===== src/rtl/cc_pkg.sv =====
// Shared types and helpers for the condition-code unit.
// Flag bit positions are fixed: N is bit 2, V is bit 1, Z is bit 0.
package cc_pkg;

    typedef enum logic [2:0] {
        COND_NEQ  = 3'b000,
        COND_EQ   = 3'b001,
        COND_GT   = 3'b010,
        COND_LT   = 3'b011,
        COND_GTE  = 3'b100,
        COND_LTE  = 3'b101,
        COND_OVFL = 3'b110,
        COND_UNC  = 3'b111
    } cond_e;

    localparam int FLAG_N = 2;
    localparam int FLAG_V = 1;
    localparam int FLAG_Z = 0;

    function automatic logic cond_eval(cond_e c, logic [2:0] nvz);
        logic n, v, z;
        n = nvz[FLAG_N];
        v = nvz[FLAG_V];
        z = nvz[FLAG_Z];
        case (c)
            COND_NEQ:  return ~z;
            COND_EQ:   return z;
            COND_GT:   return ~z & ~n;
            COND_LT:   return n;
            COND_GTE:  return z | ~n;
            COND_LTE:  return n | z;
            COND_OVFL: return v;
            default:   return 1'b1;
        endcase
    endfunction

endpackage


===== src/rtl/cc_flag_stack.sv =====
// Save/restore LIFO for flag context: occupancy pointer plus per-cycle error events.
// Push and pop together is treated as a conflict: neither takes effect.
module cc_flag_stack
    import cc_pkg::*;
#(
    parameter int W     = 3,
    parameter int DEPTH = 4,
    localparam int CW   = $clog2(DEPTH + 1)
) (
    input  logic          clk,
    input  logic          rst_n,
    input  logic          push,
    input  logic          pop,
    input  logic [W-1:0]  din,
    output logic [W-1:0]  dout,
    output logic [CW-1:0] count,
    output logic          full,
    output logic          empty,
    output logic          ovf,
    output logic          unf
);

    localparam int AW = (DEPTH > 1) ? $clog2(DEPTH) : 1;

    logic [W-1:0]  mem [DEPTH];
    logic          push_ok;
    logic          pop_ok;
    logic [AW-1:0] wr_idx;
    logic [AW-1:0] rd_idx;

    assign full    = (count == CW'(DEPTH));
    assign empty   = (count == '0);
    assign push_ok = push & ~pop & ~full;
    assign pop_ok  = pop & ~push & ~empty;
    assign ovf     = push & (pop | full);
    assign unf     = pop & (push | empty);
    assign wr_idx  = AW'(count);
    assign rd_idx  = empty ? '0 : AW'(count - CW'(1));
    assign dout    = mem[rd_idx];

    always_ff @(posedge clk or negedge rst_n) begin
        if (!rst_n) begin
            count <= '0;
        end else if (push_ok) begin
            count <= count + CW'(1);
        end else if (pop_ok) begin
            count <= count - CW'(1);
        end
    end

    // Contents need no reset: the pointer alone defines what is valid.
    always_ff @(posedge clk) begin
        if (push_ok) begin
            mem[wr_idx] <= din;
        end
    end

endmodule


===== src/rtl/cc_flag_unit.sv =====
// Condition-code unit: masked flag register, branch-condition evaluation with
// optional same-cycle bypass, and a save/restore LIFO with sticky error bits.
module cc_flag_unit
    import cc_pkg::*;
#(
    parameter int NFLAGS = 3,
    parameter int DEPTH  = 4,
    parameter int BYPASS = 1
) (
    input  logic                       clk,
    input  logic                       rst_n,
    input  logic                       en,
    input  logic [NFLAGS-1:0]          upd_mask,
    input  logic [NFLAGS-1:0]          flags_in,
    input  logic [2:0]                 cond,
    input  logic                       push,
    input  logic                       pop,
    input  logic                       clr_err,
    output logic [NFLAGS-1:0]          flags_out,
    output logic                       cond_true,
    output logic [$clog2(DEPTH+1)-1:0] stk_count,
    output logic                       stk_full,
    output logic                       stk_empty,
    output logic                       err_ovf,
    output logic                       err_unf
);

    generate
        if (NFLAGS < 3) begin : g_bad_nflags
            $error("cc_flag_unit: NFLAGS must be at least 3");
        end
        if (DEPTH < 1) begin : g_bad_depth
            $error("cc_flag_unit: DEPTH must be at least 1");
        end
    endgenerate

    logic [NFLAGS-1:0] merged;
    logic [NFLAGS-1:0] opnd;
    logic [NFLAGS-1:0] stk_dout;
    logic              pop_ok;
    logic              ovf_evt;
    logic              unf_evt;

    assign merged = (flags_out & ~upd_mask) | (flags_in & upd_mask);
    assign pop_ok = pop & ~push & ~stk_empty;

    // The bypass operand follows the raw pop request, so a rejected pop still
    // makes the branch see the registered flags that cycle.
    assign opnd      = ((BYPASS != 0) && en && !pop) ? merged : flags_out;
    assign cond_true = cond_eval(cond_e'(cond),
                                 {opnd[FLAG_N], opnd[FLAG_V], opnd[FLAG_Z]});

    always_ff @(posedge clk or negedge rst_n) begin
        if (!rst_n) begin
            flags_out <= '0;
        end else if (pop_ok) begin
            flags_out <= stk_dout;
        end else if (en) begin
            flags_out <= merged;
        end
    end

    // A new error in the same cycle as clr_err keeps the bit set.
    always_ff @(posedge clk or negedge rst_n) begin
        if (!rst_n) begin
            err_ovf <= 1'b0;
            err_unf <= 1'b0;
        end else begin
            err_ovf <= ovf_evt | (err_ovf & ~clr_err);
            err_unf <= unf_evt | (err_unf & ~clr_err);
        end
    end

    cc_flag_stack #(
        .W     (NFLAGS),
        .DEPTH (DEPTH)
    ) u_stack (
        .clk   (clk),
        .rst_n (rst_n),
        .push  (push),
        .pop   (pop),
        .din   (flags_out),
        .dout  (stk_dout),
        .count (stk_count),
        .full  (stk_full),
        .empty (stk_empty),
        .ovf   (ovf_evt),
        .unf   (unf_evt)
    );

endmodule


===== config.mk =====
export PLATFORM = sky130hd
export DESIGN_NAME = cc_flag_unit
export DESIGN_NICKNAME = d
export VERILOG_FILES = /design/src/rtl/cc_pkg.sv /design/src/rtl/cc_flag_stack.sv /design/src/rtl/cc_flag_unit.sv
export SDC_FILE = /design/constraint.sdc
export NUM_CORES = 1
export LEC_CHECK = 0
export ABC_AREA = 1
export BUFFER_PORTS_ARGS = -buffer_cell sky130_fd_sc_hd__clkbuf_2
export CAP_MARGIN = 25
export CORE_MARGIN = 2
export CORE_UTILIZATION = 60
export CTS_BUF_LIST = sky130_fd_sc_hd__clkbuf_8
export DETAILED_ROUTE_END_ITERATION = 10
export PLACE_DENSITY = 0.87
export SLEW_MARGIN = 40
export SYNTH_ARGS = -nofsm -noshare
export SYNTH_HDL_FRONTEND = slang
export SYNTH_SLANG_ARGS = --single-unit

===== constraint.sdc =====
create_clock -name clk -period 4.85 [get_ports clk]
set_clock_uncertainty 0.1 [all_clocks]
set_input_delay 0.2425 -clock clk [delete_from_list [all_inputs] [get_ports clk]]
set_output_delay 0.2425 -clock clk [all_outputs]
set_load 0.01 [all_outputs]

==> impl_summary.txt, run 1 <==
----------------------------------------------------
[Run status]
  Status ... finished, final reports clean

[STA]
  Final-layout setup total negative slack ... 0 ps
  Worst max-slew margin expressed relative to the limit ... 81.4%
  Max-slew violation count ... 0
  Slew @ Worst Pin ... 278 ps
  Unrepaired setup endpoints after global routing ... false
  Count of endpoints failing setup in the final report ... 0
  Tmin final ... 1870 ps
  Number of endpoints with negative hold slack in the final report ... 0
  Period utilization ... 38.6%
  Maximum achievable frequency ... 534 MHz

[Drt]
  Pre-Repair DR Iteration Count ... 5
  Total detailed-routing wirelength ... 2580 um
  Vias after detailed routing ... 1102
  DRC marker count from the first detailed-route iteration ... 30
  Average detailed-routed wire length per instance ... 12.3 um
  DRC violation count after routing ... 0
  ANT nets after route ... 0
  Number of vias per cell after detailed routing ... 5.25

[Power and ir drop]
  Worst IR Drop VDD ... 489 uV
  Power density of the placed cells ... 539 mW/mm^2
  Leak pwr ... 0.759 nW

[Critical path]
  Worst Setup End Kind ... flip-flop
  Top fanout value on the critical path ... 8
  Reg-to-reg setup timing slack ... 2980 ps
  Type of element launching the critical path ... flip-flop
  Kind of critical path ... reg2reg
  Cell breakdown of the critical path ... inv_2 -> ha_1 -> nand2_1 -> nand3_2 -> nor2_1
  Start of the worst register-to-register path ... u_stack.count[0]
  Endpoint required time on the critical path ... 4690 ps
  Launch point of the worst path ... u_stack.count[0]
  Critical path buffer and inverter count ... 1
  Worst reg2reg path depth ... 5
  Delay contributed by the slowest stage of the critical path ... 510 ps
  Category of cells accounting for the largest share of critical-path delay ... simple AND/OR/NAND/NOR gates
  Data arrival time of the worst path ... 1710 ps
  Worst r2r dst ... u_stack.mem[0][2]
  CP max-delay cell ... sky130_fd_sc_hd__dfrtp_1

[Run]
  Total of max-cap violations ... 0

[Place]
  Final weighted congestion in routability-driven placement ... 0.889
  Cell count after placement ... 205
  Total of buffers placed on input and output ports ... 25
  Final HPWL DP ... 1950 um

[Global route]
  Grt total ovfl ... 0
  All-layer global routing usage ... 24.1%
  Initial antenna violation count ... 0
  First-pass GRT wire length ... 4400 um
  Number of global-route vias before repair ... 1050
  Maximum number of pins on one net before global-route repair ... 13

[Clocking]
  Post-CTS repair timing setup buffer count ... 0
  Clk buf depth ... 2
  CTS Buf Count ... 3
  Clk sinks ... 20
  Buffer cell driving the clock tree root ... sky130_fd_sc_hd__clkbuf_8
  Worst skew pair latency ... 260 ps
  TritonCTS clock tree ... done
  Depth of the CTS H-tree ... 1
  Clock transition time at the flip-flop clock pins of the worst setup and hold paths ... 80 ps

[Finish]
  Post-synthesis to final-layout area growth ... 19.8%
  Fraction of layout cells with a size suffix above 1 ... 23.5%
  Net count, final ... 204
  Most common cell after layout, fill and taps aside ... sky130_fd_sc_hd__nand2_1
  Commonest cells after routing, fill and taps aside ... 42 x sky130_fd_sc_hd__nand2_1, 25 x sky130_fd_sc_hd__clkbuf_2, 23 x sky130_fd_sc_hd__inv_1
  Final cell count without fillers ... 210
  Antenna diode count ... 0

[Die]
  Floorplan core area ... 0.00194 mm^2
  Num rows ... 16
  Die X ... 49.0 um
  Number of ports placed on the die boundary ... 26
  Effective utilization at floorplan ... 62.5%
  Full die area ... 0.00240 mm^2
  Height of the die ... 49.0 um

[Synthesis]
  Area share of fa/ha/maj cells after synthesis ... 5.15%
  Async SR Flop Fraction ... 40.0%
  Syn Std Cell Area ... 0.00121 mm^2
  Dominant combinational cell family by area after synthesis ... simple AND/OR/NAND/NOR gates
  Count of different cell masters after synthesis ... 22
  Simple-gate share of the synthesized area ... 30.1%
  Xor/xnor cell area share of the yosys netlist ... 1.44%
  Share of the yosys chip area belonging to registers ... 46.2%
  Flops & latches, synth ... 20
  Synthesized-area fraction occupied by ao, oa, aoi and oai cells ... 8.04%
  Average cell area after synthesis ... 7.93 um^2
  Net count after synthesis ... 173
  Yosys synthesis warning count ... 0
  Mapped Cells ... 153
  Post-synth top flop ... sky130_fd_sc_hd__edfxtp_1
  Portion of netlist area occupied by mux cells ... 0%
  Number of flops mapped to enable cells by yosys ... 12

[Hold path]
  Worst min-delay path class ... in2reg
  Worst Min Path Start ... clr_err
  Hold Crit Endpoint ... err_ovf
  Hold-critical path depth ... 2

----------------------------------------------------
routing by layer:
metal	share of wire, %	track usage, %	vias to the layer above
met1	42	29.4	511
met4	1.0	8.10	0
met5	0	0	-
met2	51	42.7	38
li1	-	-	549
met3	5.6	4.29	4
worst max path at each step:
stage	to	cells past startpoint
6_report	u_stack.mem[0][2]	5
5_1_grt	cond_true	8
4_1_cts	u_stack.mem[0][1]	5
3_5_place_dp	u_stack.mem[3][2]	5
3_3_place_gp	u_stack.mem[1][0]	5
2_1_floorplan	u_stack.mem[0][0]	5
kinds of logic after synthesis:
group	after synthesis
flip-flops	20
AND/OR/NAND/NOR	81
XOR/XNOR	2
adder cells (fa/ha/maj)	5
buffers and inverters	28
AO/OA/AOI/OAI	17
repair_timing:
item | in CTS | in global routing
resized for setup | 0 | 0
hold buffers | 1 | 0
setup endpoints to repair | 0 | 0
endpoints found under the hold margin | 8 | 0
cell usage after synthesis (3+ instances only):
cell	number	area, um^2
sky130_fd_sc_hd__a21oi_1	3	15.0
sky130_fd_sc_hd__nand3_1	13	65.1
sky130_fd_sc_hd__nand2_1	42	158
sky130_fd_sc_hd__edfxtp_1	12	360
sky130_fd_sc_hd__dfrtp_1	8	200
sky130_fd_sc_hd__nor2_1	16	60.1
sky130_fd_sc_hd__nand2_2	3	18.8
sky130_fd_sc_hd__o21ai_0	6	30.0
sky130_fd_sc_hd__ha_1	5	62.6
sky130_fd_sc_hd__inv_1	23	86.3
sky130_fd_sc_hd__inv_2	4	15.0
sky130_fd_sc_hd__o21ai_1	3	15.0
state kept, by name (all words and copies together), names as in the netlist:
name / cells
flags_out: 3
err_unf: 1
u_stack.count: 3
err_ovf: 1
u_stack.mem: 12
report_power, final:
part           internal, W  switching, W  leakage [nW]  total [W]
sequential        0.000237     0.0000540         0.202   0.000291
clock             0.000110     0.0000543        0.0357   0.000164
combinational     0.000119      0.000209         0.521   0.000328
area by class of cell:
class	count	area, um^2
clock buffers	3	41.3
fillers	150	488
flip-flops and latches	20	561
multi-input cells	105	543
clock inverters	1	30.0
inverters	28	110
repair buffers	26	135
well taps	27	33.8
per-stage QoR:
step	utilization, %	setup WS, ps	power (W)	hold WS (ps)	cell area [um^2]
after floorplan	-	3170	0.000508	-153	1210
after global placement	70.7	3130	0.000601	4.29	1370
after detailed placement	70.7	3030	0.000616	8.53	1370
after CTS	74.9	2980	0.000786	84.0	1450
after global routing	74.9	2860	0.000843	124	1450
final	74.9	2980	0.000783	79.9	1450
Note: power is estimated with default switching activity, not from simulation.
==> inputs of run 2 (changes only) <==
--- a/config.mk
+++ b/config.mk
@@ -9,10 +9,10 @@
 export BUFFER_PORTS_ARGS = -buffer_cell sky130_fd_sc_hd__clkbuf_2
 export CAP_MARGIN = 25
 export CORE_MARGIN = 2
-export CORE_UTILIZATION = 60
+export CORE_UTILIZATION = 50
 export CTS_BUF_LIST = sky130_fd_sc_hd__clkbuf_8
 export DETAILED_ROUTE_END_ITERATION = 10
-export PLACE_DENSITY = 0.87
+export PLACE_DENSITY = 0.77
 export SLEW_MARGIN = 40
 export SYNTH_ARGS = -nofsm -noshare
 export SYNTH_HDL_FRONTEND = slang
==> constraint.sdc (replaced) <==
create_clock -name clk -period 1.5 [get_ports clk]
set_clock_uncertainty 0.1 [all_clocks]
set_input_delay 0.075 -clock clk [delete_from_list [all_inputs] [get_ports clk]]
set_output_delay 0.075 -clock clk [all_outputs]
set_load 0.01 [all_outputs]
==> run 2 against run 1 <==
The run now ends with setup timing left; clock-buffer cell count unchanged; routed wire length is 10% higher; total power grew to 3.7 times the previous value; register-to-register slack worse by 2900 ps; core utilization is 1.1 points lower; clock power rose to 3.3 times the previous value; worst setup slack lost 3000 ps; via count increased by 0.91%; first-iteration DRC count decreased by 53%; critical path type is now reg2out.
==> impl_summary.txt, run 2 (synthesis results as in run 1) <==
----------------------------------------------------
[Drt]
  Vias after detailed routing ... 1112 (was 1102)
  Pre-Repair DR Iteration Count ... 4 (was 5)
  Average detailed-routed wire length per instance ... 12.9 um (was 12.3 um)
  DRC marker count from the first detailed-route iteration ... 14 (was 30)
  Number of vias per cell after detailed routing ... 5.03 (was 5.25)
  ANT nets after route ... 0 (unchanged)
  DRC violation count after routing ... 0 (unchanged)
  Total detailed-routing wirelength ... 2840 um (was 2580 um)

[Power and ir drop]
  Leak pwr ... 0.821 nW (was 0.759 nW)
  Switching pwr ... 0.00119 W (was 0.000318 W)
  Switching portion of total power ... 40.6% (was 40.5%)
  Power density of the placed cells ... 1760 mW/mm^2 (was 539 mW/mm^2)
  Internal Pwr Total ... 0.00174 W (was 0.000466 W)
  Flop pwr share ... 30.6% (was 37.1%)
  Worst IR Drop VDD ... 1870 uV (was 489 uV)
  Relative contribution of the clock network to total power ... 18.3% (was 21.0%)
  Share of total power in combinational logic ... 51.1% (was 41.9%)

[Clocking]
  Clk buf depth ... 2 (unchanged)
  Depth of the CTS H-tree ... 1 (unchanged)
  Clock transition time at the flip-flop clock pins of the worst setup and hold paths ... 80 ps (about the same)
  Buffer cell driving the clock tree root ... sky130_fd_sc_hd__clkbuf_8 (unchanged)
  CTS Buf Count ... 3 (unchanged)
  Worst skew pair latency ... 260 ps (about the same)
  TritonCTS clock tree ... done (unchanged)
  Clk sinks ... 20 (unchanged)

[STA]
  Period utilization ... 100%
  Unrepaired setup endpoints after global routing ... true (was false)
  Worst hold slack after final layout ... 44.1 ps (was 79.9 ps)
  Slew @ Worst Pin ... 265 ps (was 278 ps)
  Maximum achievable frequency ... 666 MHz
  Tmin final ... 1500 ps
  Worst max-slew margin expressed relative to the limit ... 82.3% (was 81.4%)
  Worst-case setup margin in the final layout ... -1.98 ps (was 2980 ps)
  Max-slew violation count ... 0 (unchanged)
  Final-layout setup total negative slack ... -1.98 ps (was 0 ps)
  Count of endpoints failing setup in the final report ... 1 (was 0)
  Number of endpoints with negative hold slack in the final report ... 0 (unchanged)

[Finish]
  Flip-flop count of the largest register, all copies and words added ... 12 (unchanged)
  Final cell count without fillers ... 221 (was 210)
  Post-synthesis to final-layout area growth ... 37.1% (was 19.8%)
  Register with the most flip-flops ... u_stack.mem (unchanged)
  Summed area of non-filler cells in the final layout ... 0.00166 mm^2 (was 0.00145 mm^2)
  Area occupied by registers ... 564 um^2 (was 561 um^2)
  Area occupied by multi-input gates ... 671 um^2 (was 543 um^2)
  Fraction of layout cells with a size suffix above 1 ... 42.5% (was 23.5%)
  Net count, final ... 214 (was 204)
  Antenna diode count ... 0 (unchanged)
  Most common cell after layout, fill and taps aside ... sky130_fd_sc_hd__nand2_1 (unchanged)
  Commonest cells after routing, fill and taps aside ... 32 x sky130_fd_sc_hd__nand2_1, 24 x sky130_fd_sc_hd__clkbuf_2, 20 x sky130_fd_sc_hd__inv_1 (was 42 x sky130_fd_sc_hd__nand2_1, 25 x sky130_fd_sc_hd__clkbuf_2, 23 x sky130_fd_sc_hd__inv_1)
  Number of filler instances in the final layout ... 178 (was 150)
  Largest registers ... u_stack.mem: 12 flops, flags_out: 3 flops, u_stack.count: 3 flops (unchanged)

[Die]
  Die X ... 53.3 um (was 49.0 um)
  Height of the die ... 53.3 um (was 49.0 um)
  Number of ports placed on the die boundary ... 26 (unchanged)
  Num rows ... 17 (was 16)
  Full die area ... 0.00284 mm^2 (was 0.00240 mm^2)
  Effective utilization at floorplan ... 53.8% (was 62.5%)
  Floorplan core area ... 0.00225 mm^2 (was 0.00194 mm^2)

[Critical path]
  Launch point of the worst path ... flags_out[0] (was u_stack.count[0])
  Start of the worst register-to-register path ... u_stack.count[1] (was u_stack.count[0])
  CP max-delay cell ... sky130_fd_sc_hd__dfrtp_1 (unchanged)
  Data arrival time of the worst path ... 1330 ps (was 1710 ps)
  Worst Setup End Kind ... primary output (was flip-flop)
  Most repeated library cell on the critical path ... sky130_fd_sc_hd__nand2_2
  Worst r2r dst ... u_stack.mem[2][0] (was u_stack.mem[0][2])
  Worst reg2reg path depth ... 5 (unchanged)
  Top fanout value on the critical path ... 3 (was 8)
  Kind of critical path ... reg2out (was reg2reg)
  Reg-to-reg setup timing slack ... 60 ps (was 2980 ps)
  Cell breakdown of the critical path ... nand2_2 -> nand3_2 -> nand2_2 -> nand2_2 -> nand2_2 -> nor2_2 -> nand3_1 -> buf_2 (was inv_2 -> ha_1 -> nand2_1 -> nand3_2 -> nor2_1)
  Type of element launching the critical path ... flip-flop (unchanged)
  Delay contributed by the slowest stage of the critical path ... 390 ps (was 510 ps)
  Worst setup path endpoint ... cond_true (was u_stack.mem[0][2])
  Endpoint required time on the critical path ... 1320 ps (was 4690 ps)

[Global route]
  First-pass GRT wire length ... 4400 um (unchanged)
  Number of global-route vias before repair ... 997 (was 1050)
  Maximum number of pins on one net before global-route repair ... 13 (unchanged)
  Grt total ovfl ... 0 (unchanged)
  Initial antenna violation count ... 0 (unchanged)
  All-layer global routing usage ... 22.3% (was 24.1%)

[Place]
  Cell count after placement ... 210 (was 205)
  Final HPWL DP ... 1960 um (was 1950 um)
  Worst-case setup slack after placement ... 64.1 ps (was 3030 ps)
  Placed cell areas ... 0.00146 mm^2 (was 0.00137 mm^2)
  Total of buffers placed on input and output ports ... 25 (unchanged)
  Final weighted congestion in routability-driven placement ... 0.849 (was 0.889)

[Hold path]
  Worst min-delay path class ... in2reg (unchanged)

[Run status]
  Status ... complete, but fails checks (was finished, final reports clean)
  Violations in the final reports ... setup timing

[Run]
  Total of max-cap violations ... 0 (unchanged)

----------------------------------------------------
[run 2: routing by layer]
metal / global-route usage (%) / vias to the layer above / wire length [um]
met2: 33.7 / 38 / 1380
met1: 31.5 / 499 / 1290
li1: - / 570 / -
met4: 7.69 / 0 / 38
met5: 0 / - / 0
met3: 4.52 / 5 / 131
[run 2: how the worst min path moves through the flow]
stage	start	endpoint	slack, ps	depth (start not counted)
floorplan	rst_n	err_ovf	-320	0
global placement	rst_n	u_stack.count[2]	-160	1
detailed placement	rst_n	u_stack.count[2]	-160	1
CTS	push	err_ovf	40	3
global route	pop	err_unf	100	3
finish	push	err_ovf	40	3
[run 2: critical path: cells and delay by family, from the launching register on]
| kind | cells | cell delay, ps |
|---|---|---|
| DFF | 1 | 390 |
| buffers and inverters | 1 | 140 |
| and+or+nand+nor | 7 | 540 |
[run 2: area by class of cell]
cell class	count	area share (%)
Sequential cell	20	33.9
Clock buffer	3	2.48
Clock inverter	1	1.80
Inverter	28	6.62
Multi-Input combinational cell	105	40.3
Timing Repair Buffer	36	12.8
Tap cell	28	2.11
[run 2: per-stage QoR]
step	power [W]	utilization (%)
floorplan	0.00174	-
global placement	0.00213	64.7
detailed placement	0.00217	64.7
CTS	0.00277	69.8
global route	0.00315	73.8
finish	0.00293	73.8
[run 2: power by group through the flow]
stage               Clock, W  Sequential (W)  Combinational, W
floorplan                  0        0.000950          0.000793
global placement           0        0.000905           0.00123
detailed placement         0        0.000906           0.00127
CTS                 0.000546        0.000882           0.00134
global route        0.000560        0.000916           0.00168
finish              0.000538        0.000897           0.00150
[run 2: timing repair]
| action | 4_1_cts | 5_1_grt |
|---|---|---|
| hold endpoints to repair | 10 | 0 |
| resized for setup | 4 | 22 |
| setup buffers | 2 | 3 |
| hold buffers | 2 | 0 |
| endpoints found under the setup margin | 1 | 14 |
| pin swaps | 0 | 10 |
==> inputs of run 3 (changes only) <==
--- a/config.mk
+++ b/config.mk
@@ -13,6 +13,7 @@
 export CTS_BUF_LIST = sky130_fd_sc_hd__clkbuf_8
 export DETAILED_ROUTE_END_ITERATION = 10
 export PLACE_DENSITY = 0.77
+export SKIP_CTS_REPAIR_TIMING = 1
 export SLEW_MARGIN = 40
 export SYNTH_ARGS = -nofsm -noshare
 export SYNTH_HDL_FRONTEND = slang
==> run 3 against run 2 <==
The run still ends with setup timing left; clock-buffer cell count stayed put; flip-flop and latch count unchanged; largest power group unchanged; hold slack worse by 6.0 ps; critical path depth did not move; sequential share of layout area grew 0.051 points.
==> impl_summary.txt, run 3 (synthesis results as in run 1) <==
----------------------------------------------------
[Hold path]
  Hold-critical path depth ... 3 (unchanged)
  Hold Crit Endpoint ... err_ovf (unchanged)
  Worst Min Path Start ... push (unchanged)
  Worst min-delay path class ... in2reg (unchanged)

[Critical path]
  Worst Setup End Kind ... primary output (unchanged)
  Reg-to-reg setup timing slack ... 50 ps (was 60 ps)
  Category of cells accounting for the largest share of critical-path delay ... simple AND/OR/NAND/NOR gates (unchanged)
  Cell breakdown of the critical path ... nand2_2 -> nand3_2 -> nand3_1 -> nand2_1 -> nand2_1 -> nand2_1 -> nand3_1 -> buf_2 (was nand2_2 -> nand3_2 -> nand2_2 -> nand2_2 -> nand2_2 -> nor2_2 -> nand3_1 -> buf_2)
  Kind of critical path ... reg2out (unchanged)
  Top fanout value on the critical path ... 6 (was 3)
  Data arrival time of the worst path ... 1350 ps (was 1330 ps)
  Most repeated library cell on the critical path ... sky130_fd_sc_hd__nand2_1 (was sky130_fd_sc_hd__nand2_2)
  Worst reg2reg path depth ... 5 (unchanged)
  Critical path buffer and inverter count ... 1 (unchanged)
  Delay contributed by the slowest stage of the critical path ... 460 ps (was 390 ps)
  Type of element launching the critical path ... flip-flop (unchanged)
  Start of the worst register-to-register path ... u_stack.count[1] (unchanged)
  CP max-delay cell ... sky130_fd_sc_hd__dfrtp_2 (was sky130_fd_sc_hd__dfrtp_1)
  Endpoint required time on the critical path ... 1320 ps (about the same)
  Worst r2r dst ... u_stack.mem[2][2] (was u_stack.mem[2][0])

[Clocking]
  Buffer cell driving the clock tree root ... sky130_fd_sc_hd__clkbuf_8 (unchanged)
  Clk buf depth ... 2 (unchanged)
  CTS Buf Count ... 3 (unchanged)
  Worst skew pair latency ... 260 ps (about the same)
  TritonCTS clock tree ... done (unchanged)
  Clk sinks ... 20 (unchanged)
  Depth of the CTS H-tree ... 1 (unchanged)
  Clock transition time at the flip-flop clock pins of the worst setup and hold paths ... 70 ps (was 80 ps)

[Drt]
  DRC marker count from the first detailed-route iteration ... 16 (was 14)
  Pre-Repair DR Iteration Count ... 4 (unchanged)
  ANT nets after route ... 0 (unchanged)
  Vias after detailed routing ... 1119 (was 1112)
  Average detailed-routed wire length per instance ... 13.0 um (was 12.9 um)
  Number of vias per cell after detailed routing ... 5.04 (was 5.03)
  DRC violation count after routing ... 0 (unchanged)
  Total detailed-routing wirelength ... 2890 um (was 2840 um)

[Die]
  Full die area ... 0.00284 mm^2 (unchanged)
  Height of the die ... 53.3 um (unchanged)
  Floorplan core area ... 0.00225 mm^2 (unchanged)
  Num rows ... 17 (unchanged)
  Effective utilization at floorplan ... 53.8% (unchanged)
  Number of ports placed on the die boundary ... 26 (unchanged)
  Die X ... 53.3 um (unchanged)

[STA]
  Count of endpoints failing setup in the final report ... 1 (unchanged)
  Worst-case setup margin in the final layout ... -29.2 ps (was -1.98 ps)
  Worst max-slew margin expressed relative to the limit ... 82.2% (was 82.3%)
  Max-slew violation count ... 0 (unchanged)
  Tmin final ... 1530 ps (was 1500 ps)
  Slew @ Worst Pin ... 266 ps (was 265 ps)
  Maximum achievable frequency ... 654 MHz (was 666 MHz)
  Period utilization ... 102% (was 100%)
  Unrepaired setup endpoints after global routing ... true (unchanged)
  Number of endpoints with negative hold slack in the final report ... 0 (unchanged)

[Global route]
  All-layer global routing usage ... 21.7% (was 22.3%)
  Initial antenna violation count ... 0 (unchanged)
  First-pass GRT wire length ... 4280 um (was 4400 um)
  Grt total ovfl ... 0 (unchanged)
  Maximum number of pins on one net before global-route repair ... 13 (unchanged)
  Number of global-route vias before repair ... 969 (was 997)

[Finish]
  Commonest cells after routing, fill and taps aside ... 34 x sky130_fd_sc_hd__nand2_1, 24 x sky130_fd_sc_hd__clkbuf_2, 20 x sky130_fd_sc_hd__inv_1 (was 32 x sky130_fd_sc_hd__nand2_1, 24 x sky130_fd_sc_hd__clkbuf_2, 20 x sky130_fd_sc_hd__inv_1)
  Fraction of layout cells with a size suffix above 1 ... 41.8% (was 42.5%)
  Utilization of the core after routing ... 73.7% (was 73.8%)
  Antenna diode count ... 0 (unchanged)
  Flip-flop count of the largest register, all copies and words added ... 12 (unchanged)
  Most common cell after layout, fill and taps aside ... sky130_fd_sc_hd__nand2_1 (unchanged)
  Area occupied by multi-input gates ... 661 um^2 (was 671 um^2)
  Post-synthesis to final-layout area growth ... 36.9% (was 37.1%)
  Number of filler instances in the final layout ... 177 (was 178)
  Largest registers ... u_stack.mem: 12 flops, flags_out: 3 flops, u_stack.count: 3 flops (unchanged)
  Register with the most flip-flops ... u_stack.mem (unchanged)
  Area occupied by registers ... 564 um^2 (unchanged)
  Net count, final ... 215 (was 214)

[Place]
  Total of buffers placed on input and output ports ... 25 (unchanged)
  Final weighted congestion in routability-driven placement ... 0.849 (unchanged)
  Final HPWL DP ... 1960 um (unchanged)

[Power and ir drop]
  Overall power after layout ... 0.00296 W (was 0.00293 W)
  Leak pwr ... 0.822 nW (was 0.821 nW)
  Worst IR Drop VDD ... 1860 uV (was 1870 uV)
  Power density of the placed cells ... 1780 mW/mm^2 (was 1760 mW/mm^2)

[Run status]
  Status ... complete, but fails checks (unchanged)
  Violations in the final reports ... setup timing (unchanged)

[Run]
  Total of max-cap violations ... 0 (unchanged)

----------------------------------------------------
-- run 3: changes by cell type in the layout (fill, tap and decap cells not counted) --
cell / delta
sky130_fd_sc_hd__buf_4: +1
sky130_fd_sc_hd__nand2_1: +2
sky130_fd_sc_hd__nand2_2: -1
sky130_fd_sc_hd__nand2_4: -1
-- run 3: metal layers --
| layer | global-route usage, % | up-vias | part of all wire [%] |
|---|---|---|---|
| li1 | - | 572 | - |
| met1 | 30.7 | 513 | 45 |
| met2 | 32.1 | 28 | 49 |
| met3 | 4.52 | 6 | 4.4 |
| met4 | 8.97 | 0 | 1.8 |
| met5 | 0 | - | 0 |
-- run 3: power by group --
part           switching, W  internal, W  leakage (nW)
registers          0.000132     0.000774         0.199
logic              0.000885     0.000625         0.587
clock network      0.000192     0.000357        0.0357
-- run 3: final cells by class --
type / count / share of cell area [%]
Multi-Input combinational cell: 105 / 39.8
Sequential cell: 20 / 34.0
Timing Repair Buffer: 37 / 13.3
Inverter: 28 / 6.63
Clock buffer: 3 / 2.48
Tap cell: 28 / 2.11
Clock inverter: 1 / 1.81
-- run 3: metrics by stage --
step                std cells  setup TNS (ps)  setup WS [ps]  hold slack (ps)  cell area [um^2]
floorplan                 153               0           1.46             -321              1270
global placement          210               0           92.8             -163              1460
detailed placement        210               0           64.1             -160              1460
CTS                       214            -163           -163             -445              1530
global route              222            -422           -148             97.6              1660
finish                    222           -29.2          -29.2             38.1              1660
-- run 3: tightest hold or removal path: stages --
cell                       delay [ps]
sky130_fd_sc_hd__clkbuf_2         130
sky130_fd_sc_hd__o21ai_0           80
sky130_fd_sc_hd__o21ai_0           70
-- run 3: worst max path at each step --
stage	end	slack [ps]	start	depth (start not counted)
global placement	u_stack.mem[2][0]	90	u_stack.count[1]	5
finish	cond_true	-30	flags_out[2]	8
CTS	cond_true	-160	flags_out[2]	8
global route	cond_true	-150	flags_out[2]	9
floorplan	u_stack.mem[0][0]	1	u_stack.count[0]	5
detailed placement	flags_out[0]	60	u_stack.count[0]	9
